### src/rtl/multi_core_dbg_ctrl.sv
// Debug/program command engine for an N-core array: reset, memory write/read,
// bounded stepping, free run/halt and a saturating enabled-cycle counter.
module multi_core_dbg_ctrl #(
    parameter int NUM_CORES      = 4,
    parameter int DATA_WIDTH     = 64,
    parameter int MEM_ADDR_WIDTH = 10,
    parameter int STEP_WIDTH     = 32,
    parameter int RD_LATENCY     = 1,
    parameter int RST_CYCLES     = 4
) (
    input  logic                            clk,
    input  logic                            reset,
    input  logic [31:0]                     sw_cmd,
    input  logic [NUM_CORES-1:0]            sw_core_mask,
    input  logic [MEM_ADDR_WIDTH-1:0]       sw_addr,
    input  logic [DATA_WIDTH-1:0]           sw_wdata,
    input  logic [STEP_WIDTH-1:0]           sw_step,
    output logic [NUM_CORES-1:0]            core_en,
    output logic [NUM_CORES-1:0]            core_reset,
    output logic [MEM_ADDR_WIDTH-1:0]       mem_addr,
    output logic [DATA_WIDTH-1:0]           mem_wdata,
    output logic [NUM_CORES-1:0]            mem_we,
    output logic [NUM_CORES-1:0]            mem_re,
    input  logic [NUM_CORES*DATA_WIDTH-1:0] mem_rdata,
    output logic [DATA_WIDTH-1:0]           rd_data,
    output logic                            busy,
    output logic                            done,
    output logic                            err,
    output logic [STEP_WIDTH-1:0]           cycle_count
);

    localparam int IDX_W = (NUM_CORES > 1) ? $clog2(NUM_CORES) : 1;
    localparam int RC_W  = $clog2(RST_CYCLES + 1);
    localparam int RL_W  = $clog2(RD_LATENCY + 1);

    localparam logic [2:0] OP_RESET  = 3'd1;
    localparam logic [2:0] OP_WRITE  = 3'd2;
    localparam logic [2:0] OP_READ   = 3'd3;
    localparam logic [2:0] OP_STEP   = 3'd4;
    localparam logic [2:0] OP_RUN    = 3'd5;
    localparam logic [2:0] OP_HALT   = 3'd6;
    localparam logic [2:0] OP_CLRCNT = 3'd7;

    typedef enum logic [2:0] {
        S_IDLE,
        S_RST,
        S_WR,
        S_RD_WAIT,
        S_STEP,
        S_RUN
    } state_t;

    state_t                  state;
    logic                    go_q;
    logic                    go_armed;
    logic [RC_W-1:0]         rst_cnt;
    logic [RL_W-1:0]         rd_cnt;
    logic [STEP_WIDTH-1:0]   step_cnt;
    logic [IDX_W-1:0]        rd_sel;
    logic [DATA_WIDTH-1:0]   core_rdata [NUM_CORES];

    logic       go_rise;
    logic [2:0] opcode;
    logic       needs_mask;
    logic       cmd_err;
    logic       unused_cmd_bits;

    assign unused_cmd_bits = ^sw_cmd[31:4];

    genvar c;
    for (c = 0; c < NUM_CORES; c++) begin : g_slice
        assign core_rdata[c] = mem_rdata[c*DATA_WIDTH +: DATA_WIDTH];
    end

    function automatic logic [IDX_W-1:0] lowest_idx(input logic [NUM_CORES-1:0] m);
        lowest_idx = '0;
        for (int i = NUM_CORES - 1; i >= 0; i--) begin
            if (m[i]) lowest_idx = IDX_W'(i);
        end
    endfunction

    // go_armed blocks a go that was already high when reset released.
    assign go_rise    = sw_cmd[0] & ~go_q & go_armed;
    assign opcode     = sw_cmd[3:1];
    assign needs_mask = (opcode >= OP_RESET) && (opcode <= OP_RUN);
    assign cmd_err    = go_rise && ((opcode == 3'd0) ||
                                    (needs_mask && (sw_core_mask == '0)) ||
                                    ((state != S_IDLE) && (opcode != OP_HALT) && (opcode != OP_CLRCNT)));
    assign busy       = (state != S_IDLE);

    // Command progress first, then a new go rise overrides it where they collide.
    always_ff @(posedge clk) begin
        if (reset) begin
            state       <= S_IDLE;
            go_q        <= 1'b0;
            go_armed    <= ~sw_cmd[0];
            rst_cnt     <= '0;
            rd_cnt      <= '0;
            step_cnt    <= '0;
            rd_sel      <= '0;
            core_en     <= '0;
            core_reset  <= '0;
            mem_addr    <= '0;
            mem_wdata   <= '0;
            mem_we      <= '0;
            mem_re      <= '0;
            rd_data     <= '0;
            done        <= 1'b0;
            err         <= 1'b0;
            cycle_count <= '0;
        end else begin
            go_q     <= sw_cmd[0];
            go_armed <= go_armed | ~sw_cmd[0];

            if ((|core_en) && !(&cycle_count)) cycle_count <= cycle_count + 1'b1;

            if (go_rise) begin
                done <= 1'b0;
                err  <= 1'b0;
            end

            case (state)
                S_RST: begin
                    if (rst_cnt == RC_W'(1)) begin
                        core_reset <= '0;
                        state      <= S_IDLE;
                        done       <= 1'b1;
                    end else begin
                        rst_cnt <= rst_cnt - 1'b1;
                    end
                end
                S_WR: begin
                    mem_we <= '0;
                    state  <= S_IDLE;
                    done   <= 1'b1;
                end
                S_RD_WAIT: begin
                    mem_re <= '0;
                    if (rd_cnt == RL_W'(RD_LATENCY)) begin
                        rd_data <= core_rdata[rd_sel];
                        state   <= S_IDLE;
                        done    <= 1'b1;
                    end else begin
                        rd_cnt <= rd_cnt + 1'b1;
                    end
                end
                S_STEP: begin
                    if (step_cnt == STEP_WIDTH'(1)) begin
                        core_en <= '0;
                        state   <= S_IDLE;
                        done    <= 1'b1;
                    end else begin
                        step_cnt <= step_cnt - 1'b1;
                    end
                end
                default: ;
            endcase

            if (cmd_err) begin
                err <= 1'b1;
            end else if (go_rise) begin
                case (opcode)
                    OP_RESET: begin
                        state       <= S_RST;
                        core_reset  <= sw_core_mask;
                        core_en     <= '0;
                        rst_cnt     <= RC_W'(RST_CYCLES);
                        cycle_count <= '0;
                    end
                    OP_WRITE: begin
                        state     <= S_WR;
                        mem_we    <= sw_core_mask;
                        mem_addr  <= sw_addr;
                        mem_wdata <= sw_wdata;
                    end
                    OP_READ: begin
                        state    <= S_RD_WAIT;
                        mem_re   <= sw_core_mask & (~sw_core_mask + NUM_CORES'(1));
                        mem_addr <= sw_addr;
                        rd_sel   <= lowest_idx(sw_core_mask);
                        rd_cnt   <= '0;
                    end
                    OP_STEP: begin
                        if (sw_step == '0) begin
                            done <= 1'b1;
                        end else begin
                            state    <= S_STEP;
                            core_en  <= sw_core_mask;
                            step_cnt <= sw_step;
                        end
                    end
                    OP_RUN: begin
                        state   <= S_RUN;
                        core_en <= sw_core_mask;
                    end
                    OP_HALT: begin
                        if ((state == S_RUN) || (state == S_STEP)) begin
                            core_en <= '0;
                            state   <= S_IDLE;
                            done    <= 1'b1;
                        end else if (state == S_IDLE) begin
                            done <= 1'b1;
                        end
                    end
                    OP_CLRCNT: begin
                        cycle_count <= '0;
                        done        <= 1'b1;
                    end
                    default: ;
                endcase
            end
        end
    end

endmodule

### config.mk
export PLATFORM = sky130hd
export DESIGN_NAME = multi_core_dbg_ctrl
export DESIGN_NICKNAME = d
export VERILOG_FILES = /design/src/rtl/multi_core_dbg_ctrl.sv
export SDC_FILE = /design/constraint.sdc
export NUM_CORES = 1
export LEC_CHECK = 0
export ABC_CLOCK_PERIOD_IN_PS = 2900
export CAP_MARGIN = 20
export CORE_AREA = 3 3 230 232
export DETAILED_ROUTE_END_ITERATION = 12
export DIE_AREA = 0 0 233 235
export GPL_ROUTABILITY_DRIVEN = 0
export SKIP_CTS_REPAIR_TIMING = 1
export SYNTH_ARGS = -nofsm -noshare
export SYNTH_HDL_FRONTEND = slang
export SYNTH_SLANG_ARGS = --single-unit
### constraint.sdc
create_clock -name clk -period 2.9 [get_ports clk]
set_input_delay 0.725 -clock clk [delete_from_list [all_inputs] [get_ports clk]]
set_output_delay 0.725 -clock clk [all_outputs]
set_load 0.02 [all_outputs]
After elaboration in Yosys (flattened, before gate mapping):

Index checks and enable logic that the tools add are counted.

* bitwise operators: 9
* $add $sub $neg: 5
* mux-type cells: 70
* equality and inequality tests: 16
* magnitude comparators: 3
* reductions and logical operators: 24

Operator list (number)
* 32-bit two-way mux: 10
* 64-bit binary-select mux with 2-bit select: 1
* 64-bit two-way mux: 2
* 4-bit two-way mux: 19
* 3-bit two-way mux: 12
* 32-bit by 1-bit adder with 32-bit output (second input constant): 1
* 32-bit by 1-bit equality test with 1-bit output (second input constant): 1
* 32-bit logical NOT: 1
* 32-bit AND reduction: 1
* 32-bit by 1-bit subtractor with 32-bit output (second input constant): 1
* 3-bit equality test (second input constant): 6
* 3-bit one-hot mux with 6 select lines: 1
* 1-bit two-way mux: 17
* 4-bit one-hot mux with 4 select lines: 1
* 3-bit by 2-bit equality test with 1-bit output (second input constant): 4
* 3-bit one-hot mux with 4 select lines: 1
* 3-bit by 1-bit equality test with 1-bit output (second input constant): 3
* 3-bit AND reduction: 3
* 2-bit two-way mux: 4
* 1-bit logical AND: 6
* 3-bit logical NOT: 2
* 3-bit != test (second input constant): 2
* 4-bit by 1-bit adder with 4-bit output (second input constant): 1
* 4-bit AND: 1
* other kinds (20): 26

* output and inout bits: 189
* input bits: 400
* bits in registers: 231
* logic and storage cells: 144

Longest topological paths before layout:

Gate-level depths: netlist (run 1).

* depth in word-level cells: 11
* mapped depth: 10
* depth with buffers taken out: 7

Least setup slack after synthesis (run 1):

OpenSTA, ideal clock, no wires.

* kind: input port to flip-flop
* from: input sw_core_mask[1]
* to: register cycle_count[8]
* required time: 2826 ps
* arrival: 2652 ps
* stages: 8
* setup time: 74 ps
* buffers on the path: 3
* slack: 174 ps
* path through: clkbuf_1 -> or4_1 -> and4_1 -> clkbuf_1 -> or2_0 -> clkbuf_1 -> or4_1 -> o21ai_0

* cells in the longest elaborated chain, start to end: 6

RTL lines
* start, declared: line 14 `input logic [NUM_CORES-1:0] sw_core_mask,`
* 4-bit logical NOT: line 87 `(needs_mask && (sw_core_mask == '0)) ||`
* 1-bit logical AND: line 87
* 1-bit logical OR: line 86 `assign cmd_err = go_rise && ((opcode == 3'd0) ||`
* 1-bit logical OR: line 87
* 1-bit logical AND: line 86
* 32-bit two-way mux: line 159 `if (cmd_err) begin`
* end signal, assigned: line 115 `if ((|core_en) && !(&cycle_count)) cycle_count <= cycle_count + 1'b1;`
* end, declared: line 29 `output logic [STEP_WIDTH-1:0] cycle_count`

No other way between the ends.
A chain may end at the register's enable or synchronous reset.

Worst setup path after layout (run 1):

* from: register step_cnt[2]
* to: register step_cnt[15]

* cells in the longest elaborated chain, start to end: 7
* elaborated cells between the ends (all ways): 8
* those cells by class: 1 x add/sub; 1 x eq/ne; 6 x mux

RTL lines
* start, declared: line 58 `logic [STEP_WIDTH-1:0] step_cnt;`
* start signal, assigned: line 153 `step_cnt <= step_cnt - 1'b1;`
* start signal, assigned: line 189 `step_cnt <= sw_step;`
* 32-bit by 1-bit subtractor with 32-bit output / 32-bit by 1-bit equality test with 1-bit output (equally long branches): line 153, 148
* 32-bit two-way mux (*): line 148 `if (step_cnt == STEP_WIDTH'(1)) begin`
* 32-bit two-way mux (*): line 122 `case (state)`
* 32-bit two-way mux: line 184 `if (sw_step == '0) begin`
* 32-bit two-way mux: line 162 `case (opcode)`
* 32-bit two-way mux: line 161 `end else if (go_rise) begin`
* 32-bit two-way mux (*): line 159

Every way passes the cells marked *; elsewhere a longest branch is shown, timed or not.

==> results of run 1 <==
==> power groups by stage <==
stage	Combinational [mW]	Sequential, mW	Clock, mW
after floorplan	0.477	3.36	0
after global placement	1.29	3.34	0
after detailed placement	1.30	3.35	0
after CTS	1.30	3.28	3.83
after global routing	1.40	3.28	3.95
final	1.31	3.28	3.70
==> worst min-delay path by stage <==
| stage | cells past startpoint | startpoint | slack (ns) | end |
|---|---|---|---|---|
| final | 2 | rd_data[2]$_SDFFE_PP0P_ | 0.45 | rd_data[2]$_SDFFE_PP0P_ |
| after global routing | 2 | mem_wdata[61]$_SDFFE_PP0P_ | 0.47 | mem_wdata[61]$_SDFFE_PP0P_ |
| after CTS | 2 | mem_wdata[37]$_SDFFE_PP0P_ | 0.45 | mem_wdata[37]$_SDFFE_PP0P_ |
| after detailed placement | 2 | mem_wdata[37]$_SDFFE_PP0P_ | 0.45 | mem_wdata[37]$_SDFFE_PP0P_ |
| after global placement | 2 | mem_wdata[43]$_SDFFE_PP0P_ | 0.44 | mem_wdata[43]$_SDFFE_PP0P_ |
| after floorplan | 2 | step_cnt[1]$_SDFF_PP0_ | 0.45 | step_cnt[1]$_SDFF_PP0_ |
==> metal layers <==
metal | share of wire | GRT usage | vias up
li1 | - | - | 5896
met1 | 0.39 | 0.199 | 5881
met2 | 0.48 | 0.289 | 515
met3 | 0.084 | 0.0453 | 84
met4 | 0.036 | 0.0543 | 4
met5 | 0.00056 | 0 | -
==> final cells by class <==
class                   instances  area [sq um]
fillers                      5101         32100
multi-input cells             969          6330
repair buffers                630          6220
flip-flops and latches        231          4630
well taps                     680           851
clock buffers                  42           843
clock inverters                 7           135
inverters                      13          48.8
diodes                          1          2.50
==> placed cells by master, fill, tap and decap left out, drive strengths merged, types with 12 or more instances in the layout <==
cell type	count
nand2	302
buf	71
mux4	64
clkdlybuf4s50	558
or2	13
nor4	21
dfxtp	231
nand3	35
clkbuf	42
or4	32
or3	34
a21oi	162
nor2	41
o21ai	60
mux2i	15
nor3	18
a31oi	23
nand4	12
o31ai	13
inv	12
==> registers in the layout (all words and copies together) (netlist names) <==
name	count
mem_re	4
rd_data	64
step_cnt	32
rd_sel	2
done	1
mem_we	4
err	1
state	3
mem_addr	10
rst_cnt	3
rd_cnt	1
core_en	4
go_q	1
go_armed	1
core_reset	4
mem_wdata	64
cycle_count	32
==> logic make-up after synthesis <==
family,count (synthesis),synth area share
flip-flops,231,0.407
XOR/XNOR,13,0.0100
buffers and inverters,110,0.0391
AND/OR/NAND/NOR,563,0.241
adder cells (fa/ha/maj),5,0.00551
AO/OA/AOI/OAI,308,0.156
multiplexers,80,0.141
==> worst max-delay path, cell delays in order, from the launching register on <==
cell,delay (ns)
dfxtp_1,0.36
or4_1,0.68
or4_4,0.58
a211o_1,0.36
or4_1,0.43
a31oi_1,0.20
==> stage by stage <==
step	hold WS, ns	std cells	cell area [sq um]	power (mW)	setup WS, ns
finish	0.451	2573	19100	8.29	0.206
global route	0.469	2573	19100	8.63	0.0347
CTS	0.453	2572	19100	8.41	-0.0516
detailed placement	0.445	2523	18100	4.64	-0.199
global placement	0.441	2523	18100	4.63	-0.179
floorplan	0.452	1310	11400	3.84	0.174
==> results_dict.tcl, run 1 <==
set metrics [dict create \
    grt_max_degree 170 \
    p_per_area_nw_per_um2 435 \
    rows 83 \
    cts-root-buf "clkbuf_16" \
    min_period_ns 2.69 \
    dp_hpwl_microns 37800 \
    leakage_nw 6.35 \
    design.core.area_sq_um 51200 \
    tightest_slew_ns 1.10 \
    clock-sinks 231 \
    synth_area_per_cell_sq_um 8.67 \
    drv_slew 0 \
    fp.dieW_microns 233 \
    swShare 0.245 \
    routedWlPerCell_microns 18.8 \
    rsz0062_at_grt "false" \
    grt_overflow_total 0 \
    seq_power_share 0.395 \
    synth_most_common_cell "nand2_1" \
    h-tree-depth 1 \
    ys_types 69 \
    maxSlewHeadroom 0.267 \
    synth_edf_count 0 \
    clkTransAtPathRegs_ns 0.06 \
    first_pass_iters 5 \
    cp.arrival_ns 3.18 \
    nNetsFinal 2278 \
    io_buffers 560 \
    avgViaCountPerCell 4.81 \
    critPathKind "register to register" \
    hold_viol_final 0 \
    antenna_left 0 \
    status "finished, final reports clean" \
    synth_common_cells "302 x nand2_1, 231 x dfxtp_1, 162 x a21oi_1" \
    synthFlopType "dfxtp_1" \
    r2r_end "step_cnt[15]$_SDFF_PP0_" \
    required_ns 3.38 \
    worstRegToRegCells 5 \
    maxCapViolCount 0 \
    fmax_ghz 0.371 \
    endpoint "step_cnt[15]$_SDFF_PP0_" \
    vias 12400 \
    period_share 0.929 \
    async_flop_share 0 \
    yosysTopAreaCell "dfxtp_1" \
    combPwrFrac 0.158 \
    start_util 0.222 \
    cts_buffer_depth 3 \
    drc_errors 0 \
    grt_pass1_wl_microns 71600 \
    grt_pass1_vias 12200 \
    ir_drop_mv 0.385 \
    yosys_warnings 0 \
    synth_area_sq_um 11400 \
    ios 589 \
    synthCells 1310 \
    clkPwrFrac 0.447 \
    crit_fanout 8 \
    clock_skew_ns 0.0200 \
    yosys.area.top_type_share 0.407 \
    fp.dieH_microns 235 \
    area_delta_synth_final_pct 67.9 \
    switchingPower_mw 2.03 \
    ys_seq_area_frac 0.407 \
    synth_nets 1715 \
    drtIter0Drc 823 \
    synth_area_leaders "dfxtp_1 41%, mux4_2 13%, nand2_1 10%" \
    cts_tree "built" \
    antenna_found_initial 6 \
    worstSetupStartpoint "step_cnt[2]$_SDFF_PP0_" \
    cp-start-kind "register" \
    clock_latency_ns 0.58 \
    hp-class "register to register" \
    setup_viol 0 \
    fin_tns_setup_ns 0 \
    grt_usage 0.167 \
    r2r_slack_ns 0.21 \
    drive_gt1_frac 0.119 \
    die_area_sq_um 54800 \
    cp-end-kind "register" \
    utilization 0.372 \
    ys_ff_latch 231 \
    rr_startpoint "step_cnt[2]$_SDFF_PP0_" \
    routed_wirelength_microns 48300 \
    cts_buffers 28 \
    p_int_mw 6.26 \
]
Power figures use the tool's default switching activity.
==> inputs of run 2 (changes only) <==
--- a/config.mk
+++ b/config.mk
@@ -13,2 +13,3 @@
 export GPL_ROUTABILITY_DRIVEN = 0
+export GPL_TIMING_DRIVEN = 0
 export SKIP_CTS_REPAIR_TIMING = 1
==> constraint.sdc (replaced) <==
create_clock -name clk -period 2.9 [get_ports clk]
set_input_delay 0.58 -clock clk [delete_from_list [all_inputs] [get_ports clk]]
set_output_delay 0.58 -clock clk [all_outputs]
set_load 0.02 [all_outputs]
==> results_dict.tcl, run 2 (same netlist as run 1, synthesis figures left out) <==
set metrics [dict create \
    status "finished, final reports clean" \
    maxSlewHeadroom 0.364 \
    rsz0062_at_grt "true" \
    min_period_ns 2.89 \
    setup_viol 0 \
    p_per_area_nw_per_um2 422 \
    maxCapViolCount 0 \
    drc_errors 0 \
    cts_buffer_depth 3 \
    hold_start "sw_core_mask[0]" \
    hold_viol_final 0 \
    h-tree-depth 1 \
    critPathKind "input pin to register" \
    routed_wirelength_microns 52800 \
    avgViaCountPerCell 4.84 \
    rows 83 \
    die_area_sq_um 54800 \
    clock-sinks 231 \
    grt_usage 0.183 \
    tightest_slew_ns 0.954 \
    cp-end-kind "register" \
    final_common_cell "clkdlybuf4s50_1" \
    cts_buffers 28 \
    reg.largest.list "mem_wdata (64), rd_data (64)" \
    ir_drop_mv 0.397 \
    clock_skew_ns 0.0262 \
    fmax_ghz 0.346 \
    period_share 0.998 \
    utilization 0.367 \
    cts-root-buf "clkbuf_16" \
    drive_gt1_frac 0.0880 \
    nNetsFinal 2307 \
    grt_overflow_total 0 \
    cp.arrival_ns 3.31 \
    ios 589 \
    fin_tns_setup_ns 0 \
    design.core.area_sq_um 51200 \
    antenna_found_initial 7 \
    worstSetupStartpoint "sw_step[3]" \
    rr_startpoint "step_cnt[0]$_SDFF_PP0_" \
    routedWlPerCell_microns 20.3 \
    final_cell_mix "555 x clkdlybuf4s50_1, 302 x nand2_1, 231 x dfxtp_1" \
    fp.dieH_microns 235 \
    antenna_left 0 \
    cp-start-kind "input pin" \
    first_pass_iters 6 \
    crit_fanout 10 \
    clkTransAtPathRegs_ns 0.06 \
    io_buffers 557 \
    fp.dieW_microns 233 \
    clock_latency_ns 0.58 \
    start_util 0.222 \
    area_delta_synth_final_pct 65.4 \
    grt_pass1_vias 12600 \
    required_ns 3.32 \
    grt_max_degree 15 \
    cts_tree "built" \
    drv_slew 0 \
    vias 12600 \
    dp_hpwl_microns 42900 \
    grt_pass1_wl_microns 76900 \
    hp-class "input pin to register" \
    leakage_nw 6.12 \
    drtIter0Drc 635 \
]
-- run 2: cell count changes in the layout (fill, tap and decap cells not counted), sizes merged --
cell / change
buf: -51
bufinv: -3
clkbuf: +83
clkdlybuf4s15: +1
clkdlybuf4s50: -3
clkinv: -1
clkinvlp: +1
diode: +3
dlymetal6s2s: +1
-- run 2: report_power, final --
group	total, mW	internal (mW)	switching (mW)
clock	3.33	1.92	1.41
combinational	1.32	0.748	0.569
sequential	3.28	3.23	0.0533
-- run 2: per-layer routing --
metal,share of wire,global-route usage
met3,0.079,0.0458
met2,0.48,0.317
met1,0.40,0.217
met5,0.00064,0
met4,0.042,0.0691
-- run 2: area by class of cell --
class                      instances  area [sq um]
antenna                            4          10.0
buffer                            95           410
clock buffer                      44           821
clock inverter                     4          33.8
fill                            5173         32400
inverter                          13          48.8
multi-input combinational        969          6350
sequential                       231          4620
tap                              680           851
timing repair buffer             564          5630
-- run 2: path summary, 6_finish.rpt --
kind | endpoint | slack [ns] | cells after the start
worst max-delay path | step_cnt[28]$_SDFF_PP0_ | 0.007 | 7
worst min-delay path | mem_we[0]$_SDFF_PP0_ | 0.34 | 3
worst max register to register | core_en[2]$_SDFF_PP0_ | 0.10 | 7
worst min register to register | rd_data[39]$_SDFFE_PP0P_ | 0.45 | 2
-- run 2: through the flow --
| stage | hold slack [ns] | instances | cell area [sq um] | worst slack, ns | total power, mW |
|---|---|---|---|---|---|
| after floorplan | 0.452 | 1310 | 11400 | 0.319 | 3.84 |
| after global placement | 0.442 | 2547 | 17800 | -1.58 | 4.59 |
| after detailed placement | 0.446 | 2548 | 17800 | -0.881 | 4.61 |
| after CTS | 0.304 | 2596 | 18700 | -0.262 | 8.00 |
| after global routing | 0.333 | 2601 | 18800 | -0.0121 | 8.26 |
| final | 0.343 | 2604 | 18800 | 0.00694 | 7.93 |
-- run 2: critical path, stage by stage --
cell	delay (ns)
clkdlybuf4s50_1	0.48
nor4_1	0.55
nand4_1	0.38
o2111ai_1	0.42
clkbuf_8	0.24
clkbuf_1	0.48
a31oi_1	0.17
==> inputs of run 3 (changes only) <==
- ABC_CLOCK_PERIOD_IN_PS: 2900 -> not set
==> results of run 3 <==
Same layout as run 2: the final DEF is identical, and so are final timing and power.
